$ cat config.mk
export PLATFORM = sky130hd
export DESIGN_NAME = simon_key_expander_flat
export DESIGN_NICKNAME = d
export VERILOG_FILES = /design/src/rtl/simon_key_expander_if.sv /design/src/rtl/simon_key_expander.sv /design/src/flat_wrapper.sv
export SDC_FILE = /design/constraint.sdc
export NUM_CORES = 2
export LEC_CHECK = 0
export ABC_CLOCK_PERIOD_IN_PS = 10100
export CAP_MARGIN = 10
export CORE_UTILIZATION = 61
export DETAILED_ROUTE_END_ITERATION = 12
export PLACE_DENSITY = 0.88
export SLEW_MARGIN = 20
export SYNTH_ARGS = -nofsm -noshare
export SYNTH_HDL_FRONTEND = slang
export SYNTH_SLANG_ARGS = --single-unit
$ cat constraint.sdc
create_clock -name clk -period 10.1 [get_ports clk]
set_input_delay 2.02 -clock clk [delete_from_list [all_inputs] [get_ports clk]]
set_output_delay 2.02 -clock clk [all_outputs]
set_load 0.03 [all_outputs]
$ cat src/rtl/simon_key_expander_if.sv
// simon_key_expander_if
//   Bundles the request and schedule signals between a key-schedule client and
//   the Simon 32/64 key expander.
//   Signals:
//     start      client -> expander  request an expansion of keytext
//     keytext    client -> expander  64-bit master key, k0 in [15:0] .. k3 in [63:48]
//     busy       expander -> client  expansion or commit in progress
//     done       expander -> client  one-cycle pulse after a schedule is committed
//     key_valid  expander -> client  sticky, a schedule has been committed since reset
//     key_total  expander -> client  committed schedule, round key i at [16*i+15:16*i]
//   Modports: master drives the request side (the client), slave is the expander.
interface simon_key_expander_if;
  logic         start;
  logic [63:0]  keytext;
  logic         busy;
  logic         done;
  logic         key_valid;
  logic [511:0] key_total;

  modport master (
    output start,
    output keytext,
    input  busy,
    input  done,
    input  key_valid,
    input  key_total
  );

  modport slave (
    input  start,
    input  keytext,
    output busy,
    output done,
    output key_valid,
    output key_total
  );
endinterface

$ cat src/rtl/simon_key_expander.sv
// simon_key_expander
//   Iterative Simon 32/64 key schedule. Produces one round key per cycle into a
//   shadow buffer and then copies the whole schedule to key_total in a single
//   cycle, so a downstream cipher pipeline never observes a half-written key.
//   Ports:
//     clk   rising-edge clock
//     rst   asynchronous reset, active-low; clears the committed schedule
//     bus   simon_key_expander_if.slave (start, keytext, busy, done,
//           key_valid, key_total)
module simon_key_expander #(
  parameter int          ROUNDS = 32,
  parameter logic [61:0] Z_SEQ  = 62'b11111010001001010110000111001101111101000100101011000011100110
) (
  input logic                 clk,
  input logic                 rst,
  simon_key_expander_if.slave bus
);

  // The final generated word goes to slot ROUNDS-1, i.e. when cnt = ROUNDS-5.
  localparam logic [4:0] LAST_CNT = 5'(ROUNDS - 5);

  typedef enum logic [1:0] {
    IDLE,
    EXPAND,
    COMMIT
  } state_t;

  state_t                  state;
  state_t                  state_next;
  logic [4:0]              cnt;
  logic [ROUNDS-1:0][15:0] shadow;
  logic [ROUNDS*16-1:0]    key_total_q;
  logic                    done_q;
  logic                    key_valid_q;

  logic [15:0]             w3;
  logic [15:0]             tmp;
  logic                    z_bit;
  logic [15:0]             new_word;

  // State register.
  always_ff @(posedge clk or negedge rst) begin
    if (!rst) begin
      state <= IDLE;
    end else begin
      state <= state_next;
    end
  end

  // Next-state logic. start is only looked at in IDLE, so requests made
  // while busy are dropped rather than queued.
  always_comb begin
    state_next = state;
    case (state)
      IDLE:    if (bus.start) state_next = EXPAND;
      EXPAND:  if (cnt == LAST_CNT) state_next = COMMIT;
      COMMIT:  state_next = IDLE;
      default: state_next = IDLE;
    endcase
  end

  // One step of the Simon 32/64 recurrence, reading only from the shadow
  // buffer. Z_SEQ is stored with z0[0] in the MSB, hence the reversed index.
  always_comb begin
    w3       = shadow[cnt + 5'd3];
    tmp      = {w3[2:0], w3[15:3]} ^ shadow[cnt + 5'd1];
    z_bit    = Z_SEQ[6'd61 - {1'b0, cnt}];
    new_word = ~shadow[cnt] ^ tmp ^ {tmp[0], tmp[15:1]} ^ {15'b0, z_bit} ^ 16'h0003;
  end

  // Datapath: capture the master key, fill the shadow buffer word by word,
  // then publish it. key_total and key_valid only change in COMMIT, so the
  // previous schedule stays usable during a re-expansion.
  always_ff @(posedge clk or negedge rst) begin
    if (!rst) begin
      cnt         <= '0;
      shadow      <= '0;
      key_total_q <= '0;
      key_valid_q <= 1'b0;
      done_q      <= 1'b0;
    end else begin
      done_q <= 1'b0;
      case (state)
        IDLE: begin
          if (bus.start) begin
            shadow[3:0] <= bus.keytext;
            cnt         <= '0;
          end
        end
        EXPAND: begin
          shadow[cnt + 5'd4] <= new_word;
          cnt                <= cnt + 5'd1;
        end
        COMMIT: begin
          key_total_q <= shadow;
          key_valid_q <= 1'b1;
          done_q      <= 1'b1;
        end
        default: ;
      endcase
    end
  end

  assign bus.busy      = (state != IDLE);
  assign bus.done      = done_q;
  assign bus.key_valid = key_valid_q;
  assign bus.key_total = key_total_q;

endmodule
$ cat src/flat_wrapper.sv
// flat-port wrapper written by rule: the top's interface ports become plain ports
module simon_key_expander_flat 
#(
  parameter int          ROUNDS = 32,
  parameter logic [61:0] Z_SEQ  = 62'b11111010001001010110000111001101111101000100101011000011100110
)
  (clk, rst, bus_start, bus_keytext, bus_busy, bus_done, bus_key_valid, bus_key_total);
  simon_key_expander_if bus_i ();
  input logic clk;
  input logic rst;
  input wire logic [$bits(bus_i.start)-1:0] bus_start;
  input wire logic [$bits(bus_i.keytext)-1:0] bus_keytext;
  output wire logic [$bits(bus_i.busy)-1:0] bus_busy;
  output wire logic [$bits(bus_i.done)-1:0] bus_done;
  output wire logic [$bits(bus_i.key_valid)-1:0] bus_key_valid;
  output wire logic [$bits(bus_i.key_total)-1:0] bus_key_total;
  assign bus_i.start = bus_start;
  assign bus_i.keytext = bus_keytext;
  assign bus_busy = bus_i.busy;
  assign bus_done = bus_i.done;
  assign bus_key_valid = bus_i.key_valid;
  assign bus_key_total = bus_i.key_total;
  simon_key_expander #(.ROUNDS(ROUNDS), .Z_SEQ(Z_SEQ)) u_core (.clk(clk), .rst(rst), .bus(bus_i));
endmodule
==> results.md <==
* Synth unique cells at 58
* Clk buf depth at 3
* First-pass GRT wire length at 277000 um
* Post-CTS sizing at 0
* Status: complete, no violations
* CTS Hold Buffers Added at 0
* Hold Fails Final Rpt at 0
* Hold Path Class: register to register
* Die height at 289 um
* Vias at 42976
* Clock skew at 27.1 ps
* R2R Setup Slk at 3380 ps
* WP buf/inv at 3
* Worst EP arrival at 7230 ps
* Vias per cell at 6.77
* DP HPWL at 133000 um
* Worst slew margin at 0.187
* DR DRC count at 0
* Asr flop ratio synth at 1.00
* Worst-Skew Late Latency at 700 ps
* Clock root cell: clkbuf_16
* FF-to-FF End: u_core.shadow[460]
* Top_reg_cell synth: dfrtp_1
* Total GRT Usage at 0.459
* Tmin final at 6720 ps
* Drt pass-1 iters at 6
* GPL Wtd Cong at 1.06
* Vias in the first global route at 41959
* Post CTS Setup Buffer Count at 0
* Die Wd at 289 um
* Crit path from: u_core.cnt[0]
* RSZ-0062 raised after global routing: no
* Clock sinks at 1033
* Core outline area at 80900 um2
* Cells after Synth at 4846
* Kind of critical path: register to register
* Total negative slack at 0 ps
* Top Family by Delay on Critical Path: buffers and inverters
* Period utilization at 0.665
* Routed wl met2 at 86000 um
* Avg WL per Cell at 30.2 um
* Top Metal Used: met5
* Worst Setup End Kind: register
* CTS tree: built
* Syn Nets at 4925
* Clock transition at path regs at 70 ps
* Maximum capacitance violations at 0
* Place WS at 3690 ps
* Initial antenna violation count at 19
* Nets at 5283
* Worst-margin pin slew at 1210 ps
* Yosys warns at 0
* Aggregate global routing overflow at 0
* Instance count on the critical path at 11
* Required @ worst endpoint at 10610 ps
* Io pins at 582
* CTS Buf Count at 100
* Crit-path max cell delay at 940 ps
* Total wire length at 192000 um
* Min setup slack post-route at 3380 ps
* Yosys reg bits at 1033
* PortBufs at 581
* Most frequent cells in the layout: nand2_1 (1979), dfrtp_1 (1029), clkdlybuf4s50_1 (580)
* Largest net degree at the start of global routing at 209
* Slew Viols, Final at 0
* Fmax achieved at 149 MHz
* FF-to-FF Start: u_core.cnt[0]
* Die Area at 83300 um2
* Initial detailed-routing violation count at 6847
* Routed Antenna Nets at 0
* Htree depth at 3
* Crit path launch type: register
* FF-to-FF path depth at 11
* Worst Path Max Fanout at 65
* DRT met1 WL at 63500 um
* Avg Inst Size Synth at 10.3 um2
* Most common cell after layout, fill and taps aside: nand2_1
* Worst path slowest cell: buf_4
* Starting density of the core at 0.619
* Layout Utilization at 0.737
* Share of cells above drive strength 1 at 0.124
* # setup viols final at 0
* Standard-cell rows at 104
* Fillcell total at 5004
* Sequential fraction of the synthesis area at 0.516
* Mapped cell area at 50100 um2
* EDFF count, synth at 0
* Crit path cell chain: buf_4, buf_4, mux2i_1, mux4_2, mux2i_1, mux2i_1, xor2_1, xor2_1, xnor2_2, buf_4, o21ai_0
* Worst setup path endpoint: u_core.shadow[460]
* Area grow syn2layout at 19.1%
* Routed wl met3 at 25800 um
[how the worst min path moves through the flow]
| stage | start | end | slack, ps | cells after the start |
|---|---|---|---|---|
| 2_1_floorplan | u_core.shadow[208] | u_core.bus.key_total[208] | 470 | 2 |
| 3_3_place_gp | u_core.bus.key_valid | u_core.bus.key_valid | 450 | 1 |
| 3_5_place_dp | u_core.bus.key_valid | u_core.bus.key_valid | 460 | 1 |
| 4_1_cts | u_core.bus.key_valid | u_core.bus.key_valid | 480 | 1 |
| 5_1_grt | u_core.bus.key_total[304] | u_core.bus.key_total[304] | 500 | 2 |
| 6_report | u_core.bus.key_valid | u_core.bus.key_valid | 470 | 1 |
[cell usage after synthesis (9+ instances only)]
cell      instances  share of area
buf_2            54         0.0054
nor2_1           61         0.0046
xor2_1           20         0.0035
buf_1            15         0.0011
ha_1             12         0.0030
mux2i_1         303          0.061
dfrtp_1        1033           0.52
o21ai_1          17         0.0017
a21oi_1          59         0.0059
mux2_2          117          0.026
mux4_2          274           0.12
xnor2_1          26         0.0045
a22oi_1          19         0.0028
nand2_1        1981           0.15
nand3_1          22         0.0022
o21ai_0         359          0.036
buf_6            25         0.0056
o22ai_1          11         0.0014
a211oi_1         52         0.0078
buf_4            23         0.0034
and3_1            9         0.0011
clkbuf_1        261          0.020
[worst register-to-register path, stage by stage (launching register included)]
cell and delay (ps):
dfrtp_4 890, buf_4 780, buf_4 1010, mux2i_1 840, mux4_2 480, mux2i_1 100, mux2i_1 260, xor2_1 470
xor2_1 190, xnor2_2 790, buf_4 510, o21ai_0 200
[cell type report]
class | count | area [um2] | share of cell area
timing repair buffer | 639 | 6330 | 0.106
clock buffer | 145 | 2880 | 0.0483
antenna | 6 | 15.0 | 0.000252
multi-input combinational | 3421 | 22700 | 0.380
inverter | 9 | 42.5 | 0.000713
tap | 1060 | 1330 | 0.0222
sequential | 1033 | 25900 | 0.433
clock inverter | 38 | 559 | 0.00937
[sequential cells by signal, summed over array words and instances (netlist names)]
name	flops
u_core.bus.key_valid	1
u_core.shadow	512
u_core.state	2
u_core.cnt	5
u_core.bus.done	1
u_core.bus.key_total	512
[per-layer routing]
metal	global-route usage	up-vias
met5	0	-
met4	0.307	20
met3	0.150	977
met2	0.690	3616
met1	0.572	21245
li1	-	17118
[metrics by stage]
stage	instances	hold WS (ps)	instance area, um2
finish	6351	466	59700
global placement	6161	450	56200
floorplan	4846	471	50100
detailed placement	6161	456	56200
CTS	6344	476	59600
global route	6345	496	59700
[cell families (layout without fill, tap and decap cells)]
logic type | after synthesis | in the layout | share of synthesized area
DFF | 1033 | 1033 | 0.516
and+or+nand+nor | 2108 | 2108 | 0.161
xor gates and xnor gates | 55 | 55 | 0.0117
adders and majority gates | 12 | 12 | 0.00300
buffers and inverters | 392 | 831 | 0.0367
muxes | 694 | 694 | 0.210
AOI/OAI and AO/OA | 552 | 552 | 0.0621
other | 0 | 6 | 0
Power is not shown: default switching activity piles up to over one toggle a cycle in this logic, so the estimate is an artifact.
